`config.mk`:
```
export PLATFORM = sky130hd
export DESIGN_NAME = dc_ipu_shr_stream_source
export DESIGN_NICKNAME = d
export VERILOG_FILES = /design/src/rtl/dc_ipu_shr_stream_source.sv
export SDC_FILE = /design/constraint.sdc
export NUM_CORES = 1
export LEC_CHECK = 0
export ABC_AREA = 1
export CAP_MARGIN = 10
export CORE_MARGIN = 4
export CORE_UTILIZATION = 50
export CTS_CLUSTER_SIZE = 14
export DETAILED_ROUTE_END_ITERATION = 7
export GPL_ROUTABILITY_DRIVEN = 1
export PLACE_DENSITY_LB_ADDON = 0.25
export SETUP_SLACK_MARGIN = 0.05
export SKIP_CTS_REPAIR_TIMING = 1
export SLEW_MARGIN = 20
export SYNTH_ARGS = -nofsm -noshare
export SYNTH_HDL_FRONTEND = slang
export SYNTH_SLANG_ARGS = --single-unit
```
`constraint.sdc`:
```
create_clock -name clk -period 3.5 [get_ports clk]
set_input_delay 0.525 -clock clk [delete_from_list [all_inputs] [get_ports clk]]
set_output_delay 0.525 -clock clk [all_outputs]
set_load 0.005 [all_outputs]
```
`src/rtl/dc_ipu_shr_stream_source.sv`:
```
`default_nettype none
// ============================================================================
// Module : dc_ipu_shr_stream_source
// Reads a frame in raster order from 1-cycle-latency memory and streams it
// out over valid/ready with sof/eof/sol/eol flags.
// Rev    : 1.0  initial release
// ============================================================================

module dc_ipu_shr_stream_source #(
    parameter int DATA_W = 24,
    parameter int ADDR_W = 12,
    parameter int CNT_W  = 12
) (
    input  logic              clk,
    input  logic              nreset,
    input  logic              clr,
    input  logic              start,
    input  logic [CNT_W-1:0]  cfg_width,
    input  logic [CNT_W-1:0]  cfg_height,
    output logic              busy,
    output logic              done,
    output logic              mem_rd_en,
    output logic [ADDR_W-1:0] mem_rd_addr,
    input  logic [DATA_W-1:0] mem_rd_data,
    output logic              out_valid,
    input  logic              out_ready,
    output logic [DATA_W-1:0] out_data,
    output logic              out_sof,
    output logic              out_eof,
    output logic              out_sol,
    output logic              out_eol
);

    localparam int ENT_W = DATA_W + 4;

    typedef enum logic [1:0] {
        S_IDLE  = 2'd0,
        S_RUN   = 2'd1,
        S_DRAIN = 2'd2,
        S_DONE  = 2'd3
    } state_t;

    state_t            state_q, state_d;
    logic [CNT_W-1:0]  width_q, width_d, height_q, height_d;
    logic [CNT_W-1:0]  x_q, x_d, y_q, y_d;
    logic [ADDR_W-1:0] addr_q, addr_d;
    logic              infl_q, infl_d;
    logic [3:0]        infl_flags_q, infl_flags_d;
    logic [ENT_W-1:0]  fifo_q [2];
    logic [ENT_W-1:0]  fifo_d [2];
    logic              rd_ptr_q, rd_ptr_d, wr_ptr_q, wr_ptr_d;
    logic [1:0]        count_q, count_d;

    logic [CNT_W-1:0]  w_last, h_last;
    logic              x_at_end, last_px, fifo_nonempty, pop, issue, push;
    logic [1:0]        occ_after;
    logic [3:0]        issue_flags;
    logic [ENT_W-1:0]  infl_entry, head;

    assign w_last        = width_q - CNT_W'(1);
    assign h_last        = height_q - CNT_W'(1);
    assign x_at_end      = (x_q == w_last);
    assign last_px       = x_at_end && (y_q == h_last);
    assign issue_flags   = {(x_q == '0) && (y_q == '0), last_px, (x_q == '0), x_at_end};

    // The in-flight read acts as the FIFO write stage: while the FIFO is
    // empty its data is presented directly, otherwise it is pushed behind.
    assign infl_entry    = {mem_rd_data, infl_flags_q};
    assign fifo_nonempty = (count_q != 2'd0);
    assign out_valid     = fifo_nonempty | infl_q;
    assign pop           = out_valid & out_ready;
    assign push          = infl_q & ~(pop & ~fifo_nonempty);
    assign occ_after     = count_q + {1'b0, infl_q} - {1'b0, pop};
    assign issue         = (state_q == S_RUN) && (occ_after < 2'd2);

    always_comb begin
        head = '0;
        if (fifo_nonempty) begin
            head = fifo_q[rd_ptr_q];
        end else if (infl_q) begin
            head = infl_entry;
        end
    end

    assign {out_data, out_sof, out_eof, out_sol, out_eol} = head;
    assign busy        = (state_q == S_RUN) || (state_q == S_DRAIN);
    assign done        = (state_q == S_DONE);
    assign mem_rd_en   = issue;
    assign mem_rd_addr = addr_q;

    always_comb begin
        state_d      = state_q;
        width_d      = width_q;
        height_d     = height_q;
        x_d          = x_q;
        y_d          = y_q;
        addr_d       = addr_q;
        fifo_d       = fifo_q;
        count_d      = occ_after;
        rd_ptr_d     = rd_ptr_q ^ (pop & fifo_nonempty);
        wr_ptr_d     = wr_ptr_q ^ push;
        infl_d       = issue;
        infl_flags_d = issue ? issue_flags : 4'd0;
        if (push) begin
            fifo_d[wr_ptr_q] = infl_entry;
        end

        case (state_q)
            S_IDLE, S_DONE: begin
                state_d = S_IDLE;
                if (start) begin
                    width_d  = cfg_width;
                    height_d = cfg_height;
                    x_d      = '0;
                    y_d      = '0;
                    addr_d   = '0;
                    state_d  = ((cfg_width == '0) || (cfg_height == '0)) ? S_DONE : S_RUN;
                end
            end
            S_RUN: begin
                if (issue) begin
                    addr_d = addr_q + ADDR_W'(1);
                    if (x_at_end) begin
                        x_d = '0;
                        y_d = y_q + CNT_W'(1);
                    end else begin
                        x_d = x_q + CNT_W'(1);
                    end
                    if (last_px) begin
                        state_d = S_DRAIN;
                    end
                end
            end
            S_DRAIN: begin
                if (occ_after == 2'd0) begin
                    state_d = S_DONE;
                end
            end
            default: state_d = S_IDLE;
        endcase

        // Abort wins over start and over a same-cycle handshake.
        if (clr) begin
            state_d      = S_IDLE;
            count_d      = 2'd0;
            infl_d       = 1'b0;
            infl_flags_d = 4'd0;
            rd_ptr_d     = 1'b0;
            wr_ptr_d     = 1'b0;
        end
    end

    always_ff @(posedge clk or negedge nreset) begin
        if (!nreset) begin
            state_q      <= S_IDLE;
            width_q      <= '0;
            height_q     <= '0;
            x_q          <= '0;
            y_q          <= '0;
            addr_q       <= '0;
            infl_q       <= 1'b0;
            infl_flags_q <= 4'd0;
            fifo_q[0]    <= '0;
            fifo_q[1]    <= '0;
            rd_ptr_q     <= 1'b0;
            wr_ptr_q     <= 1'b0;
            count_q      <= 2'd0;
        end else begin
            state_q      <= state_d;
            width_q      <= width_d;
            height_q     <= height_d;
            x_q          <= x_d;
            y_q          <= y_d;
            addr_q       <= addr_d;
            infl_q       <= infl_d;
            infl_flags_q <= infl_flags_d;
            fifo_q[0]    <= fifo_d[0];
            fifo_q[1]    <= fifo_d[1];
            rd_ptr_q     <= rd_ptr_d;
            wr_ptr_q     <= wr_ptr_d;
            count_q      <= count_d;
        end
    end

endmodule

`default_nettype wire
```
**After elaboration in Yosys (flattened, before gate mapping)**

Cells that the tools add are included.

- Output and inout port bits: 44
- Logic and storage cells: 95
- Flip-flop bits (word level): 127
- Bits of input ports: 53

- Muxes and demuxes: 30
- Reductions and logical operators: 19
- Order comparisons: 4
- Equal/unequal tests: 11
- Bitwise logic cells: 11
- Add/subtract/negate cells: 7

Operators by type and width:

| kind | number |
|---|---|
| $mux W28 | 6 |
| $mux W12 | 6 |
| $pmux W12 S2 | 3 |
| $bwmux W56 | 1 |
| $logic_not A12 Y1 | 4 |
| $add A12 B1 Y12 const B | 3 |
| $demux W28 S1 | 1 |
| $eq A12 B12 Y1 | 2 |
| $sub A12 B1 Y12 const B | 2 |
| $mux W2 | 7 |
| $mux W4 | 2 |
| $ne A2 B2 Y1 const B | 3 |
| $ne A3 B3 Y1 const B | 2 |
| $pmux W2 S3 | 1 |
| $reduce_and A3 Y1 | 2 |
| $and A1 B1 Y1 | 4 |
| $eq A2 B2 Y1 const B | 2 |
| $ge A2 B2 Y1 const B | 2 |
| $logic_and A1 B1 Y1 | 4 |
| $logic_not A2 Y1 | 2 |
| $not A1 Y2 | 2 |
| $reduce_and A4 Y1 | 1 |
| $reduce_bool A2 Y1 | 2 |
| $mux W1 | 3 |
| 12 further kinds | 15 |

**Longest topological paths before layout**

- Depth after elaboration: 9
- Depth in mapped cells: 19

**Worst setup path before layout**

Ideal clock, no wire load.

- Kind: register to register
- Start point: reg count_q[1]
- End point: reg addr_q[7], in the netlist mem_rd_addr[7]
- Clock period less this slack: 2.619 ns
- Arrival time: 2.486 ns
- Cell stages (with the launch flop): 17
- Slack: 0.881 ns
- Setup time: 0.133 ns
- Buffers on the path: 2
- Cells stage by stage: dfrtp_1 nor2_1 clkbuf_1 a21oi_1 ha_1 inv_1 ha_1 xor2_1 inv_2 nand2_2 o211ai_4 inv_2 buf_6 nand2_2 inv_2 and3_1 nor3_2

- Word-level cells in the longest chain between the ends: 8
- Elaborated cells between the ends (all ways): 9

Ends and longest elaborated chain:

| what | RTL line | RTL |
|---|---|---|
| from (decl) | 52 | `logic [1:0] count_q, count_d;` |
| from (signal assigned) | 181 | `count_q <= count_d;` |
| $reduce_bool A2 Y1 | 69 | `assign fifo_nonempty = (count_q != 2'd0);` |
| $or A1 B1 Y1 | 70 | `assign out_valid = fifo_nonempty \| infl_q;` |
| $and A1 B1 Y1 | 71 | `assign pop = out_valid & out_ready;` |
| $sub A2 B1 Y2 (*) | 73 | `assign occ_after = count_q + {1'b0, infl_q} - {1'b0, pop};` |
| $lt A2 B2 Y1 (*) | 74 | `assign issue = (state_q == S_RUN) && (occ_after < 2'd2);` |
| $logic_and A1 B1 Y1 (*) | 74 |  |
| $ne A2 B2 Y1 (no line) (*) | -- |  |
| $reduce_and A3 Y1 (no line) (*) | -- |  |
| to (signal assigned) | 174 | `addr_q <= addr_d;` |
| to (decl) | 46 | `logic [ADDR_W-1:0] addr_q, addr_d;` |

Mark *: on every way between the ends. The rest lies on a longest branch, timed or not.
A chain may end at the register's enable or synchronous reset.

**Worst setup path in the final report**

- Start point: in out_ready
- End point: out mem_rd_en

- Word-level cells in the longest chain between the ends: 4

Ends and longest elaborated chain:

| what | RTL line | RTL |
|---|---|---|
| from (decl) | 26 | `input logic out_ready,` |
| $and A1 B1 Y1 | 71 |  |
| $sub A2 B1 Y2 | 73 |  |
| $lt A2 B2 Y1 | 74 |  |
| $logic_and A1 B1 Y1 | 74 |  |
| to (decl) | 22 | `output logic mem_rd_en,` |

No other way between the ends.

==> flow_metrics.py <==
metrics = {
    "status": {
        "status": "finished, final reports clean",
    },
    "routing": {
        "drc": 0,
        "wl_per_cell_um": 14.4,
        "final_antenna_net_count": 0,
        "vias_per_cell": 5.31,
        "dr_total_vias": 6194,
        "first_pass_iters": 6,
        "drt_iter0_drc": 453,
        "routed_wl_mm": 16.8,
    },
    "synth": {
        "synth_edf_count": 0,
        "synth-seq-area-share_pct": 44.1,
        "synth.distinct_cells": 44,
        "ys_seq_elements": 127,
        "synth_area_per_cell_um2": 8.21,
        "synth_top_area_share_pct": 44.1,
        "synth_flop_cell": "dfrtp_1",
        "synth_top_area_cell": "dfrtp_1",
        "yosys_warnings": 0,
        "synthCells": 878,
        "ys_top_cells_by_area": "dfrtp_1 (44%), nand2_1 (9.6%), mux2_2 (8.8%), o21ai_0 (6.0%), nor2_1 (5.4%)",
        "synthArstFlopShare_pct": 100,
        "synth_fp_nets": 945,
        "synth_area_um2": 7210,
    },
    "sta": {
        "finalSetupViolations": 0,
        "finalCritPeriodShare_pct": 94.6,
        "max_slew_margin_pct": 45.7,
        "hold_viol": 0,
        "fmax_mhz": 302,
        "timing.final.ws_setup_ps": 190,
        "slew_viol_final": 0,
        "fin_crit_ps": 3310,
        "rsz0062_at_grt": "no",
        "finClkSkew_ps": 7.87,
        "tns_ps": 0,
        "tightest_slew_ps": 814,
    },
    "power": {
        "p_leak_nw": 4.07,
        "p_int_mw": 4.42,
        "p_sw_share_pct": 37.6,
        "power_mw": 7.08,
        "p_per_area_nw_per_um2": 787,
        "pwr-share-seq_pct": 31.5,
        "p_sw_mw": 2.66,
        "pwr-share-comb_pct": 41.4,
        "irDropWorstVdd_v": 0.000363,
        "clockPowerShare_pct": 27.1,
    },
    "floorplanning": {
        "die_h_um": 128,
        "coreArea_um2": 14000,
        "ios": 97,
        "rows": 43,
        "die_w_um": 128,
        "start_util_pct": 51.5,
        "die_area_um2": 16400,
    },
    "clock_network": {
        "htreeDepth": 4,
        "clock_sink_count": 127,
        "cts_tree": "yes",
        "cts_root_buf": "clkbuf_16",
        "clock_latency_ps": 420,
        "cts_buffer_depth": 2,
        "numCtsBuffers": 17,
        "clkTransAtPathRegs_ps": 50,
    },
    "worst_setup_path": {
        "max_stage_delay_ps": 560,
        "cp_top_family": "buffers and inverters",
        "critPathLaunchType": "primary input",
        "worstPathArrival_ps": 2780,
        "crit_chain": "clkdlybuf4s50_1 -> inv_1 -> a21oi_1 -> ha_1 -> inv_1 -> ha_1 -> xor2_2 -> inv_2 -> nor2_1 -> clkdlybuf4s50_1",
        "crit_path_max_fanout": 3,
        "crit_slowest_cell": "clkdlybuf4s50_1",
        "crit_type": "primary input to output pin",
        "end_kind": "output pin",
        "critPathBufInv": 5,
        "crit_required_ps": 2970,
    },
    "finish": {
        "seqCellArea_um2": 3180,
        "antenna_cells": 0,
        "drive_above_1_share_pct": 14.3,
        "multi_input_area_um2": 3580,
        "stdcell_area_um2": 9000,
        "mostFrequentLayoutCells": "nand2_1 (184), dfrtp_1 (127), nor2_1 (102), clkdlybuf4s50_1 (95), o21ai_0 (87)",
        "layout.nets": 1040,
        "n_fill_cell": 1200,
        "final_common_cell": "nand2_1",
        "syn2layout_area_growth_pct": 24.8,
    },
    "global_routing": {
        "top_usage_layer": "met2",
        "antenna_found_initial": 0,
        "grt_overflow": 0,
        "grtUsageMet1_pct": 27.4,
        "grtUsageTotal_pct": 21.2,
        "met2_usage_pct": 35.9,
        "global_route.usage.met3_pct": 4.17,
        "grt_pass1_vias": 6056,
        "grt_max_degree": 82,
        "grt_pass1_wl_mm": 28.2,
    },
    "flow_run": {
        "cap_violations": 0,
    },
    "placed_design": {
        "place_congestion": 0.859,
        "place_ws_ps": 150,
        "portBuffers": 96,
        "placed_area_um2": 8340,
        "hpwl_mm": 11.8,
    },
    "min_path": {
        "hold_path_class": "primary input to async pin",
    },
}
[final cells by class]
cell class	instances	share of cell area [%]
timing repair buffer	107	11.7
tap	180	2.50
sequential	127	35.3
multi-input combinational	638	39.8
inverter	82	3.50
clock buffer	20	5.19
clock inverter	12	2.00
[flip-flops by register name (all words and copies together) (netlist names)]
register      cells
fifo_q           56
infl_q            1
wr_ptr_q          1
width_q          12
count_q           2
y_q              12
x_q              12
state_q           2
mem_rd_addr      12
height_q         12
infl_flags_q      4
rd_ptr_q          1
[layer usage]
metal / vias to the layer above / share of wire [%]
li1: 3088 / -
met1: 2925 / 44
met2: 161 / 49
met3: 20 / 5.2
met4: 0 / 1.2
met5: - / 0
[worst register-to-register path, cell delays in order (launching register included)]
cell,delay (ps)
dfrtp_1,390
nor2_2,150
a21oi_1,80
ha_1,270
inv_1,40
ha_1,200
xor2_2,240
inv_2,80
nand2_2,100
o211ai_4,190
inv_2,270
nand2_4,140
inv_8,170
nand3_1,100
o21ai_1,90
[cells in the mapped netlist, drive strengths merged (3+ instances only)]
master / number
nand2: 194
xnor2: 8
nor2: 111
nor3: 19
inv: 81
nand3b: 4
a21oi: 11
nor3b: 3
buf: 5
ha: 14
nor4: 11
xor2: 21
o31ai: 3
dfrtp: 127
nand4: 6
mux2: 56
clkbuf: 26
nand3: 69
o21ai: 97
[power groups by stage]
stage / clock network, mW / logic (mW) / registers, mW
detailed placement: 0 / 2.93 / 2.25
finish: 1.92 / 2.93 / 2.23
CTS: 1.94 / 2.95 / 2.23
global placement: 0 / 2.88 / 2.23
floorplan: 0 / 2.05 / 2.17
global route: 2.01 / 3.33 / 2.29
[final timing paths]
kind	startpoint	end	slack, ps	cells after the start
hold reg to reg	width_q[11]	width_q[11]	500	2
setup reg to reg	count_q[1]	y_q[5]	920	14
hold / removal	nreset	fifo_q[44]	120	1
setup / recovery	out_ready	mem_rd_en	190	10
min in group clk	width_q[11]	width_q[11]	500	2
max in group asynchronous	nreset	mem_rd_addr[9]	2550	2
[cells by family after synthesis]
family,share of synthesized area (%)
xor+xnor,3.52
compound gates,8.80
simple gates,26.0
mux,8.75
flops,44.1
buf+inv,6.39
fa+ha+maj,2.43
[through the flow]
stage / cells / util, % / hold slack (ps)
2_1_floorplan: 878 / - / 229
3_3_place_gp: 1134 / 59.6 / 483
3_5_place_dp: 1134 / 59.6 / 487
4_1_cts: 1166 / 64.3 / 135
5_1_grt: 1166 / 64.3 / 167
6_report: 1166 / 64.3 / 124
Power figures use the tool's default switching activity.
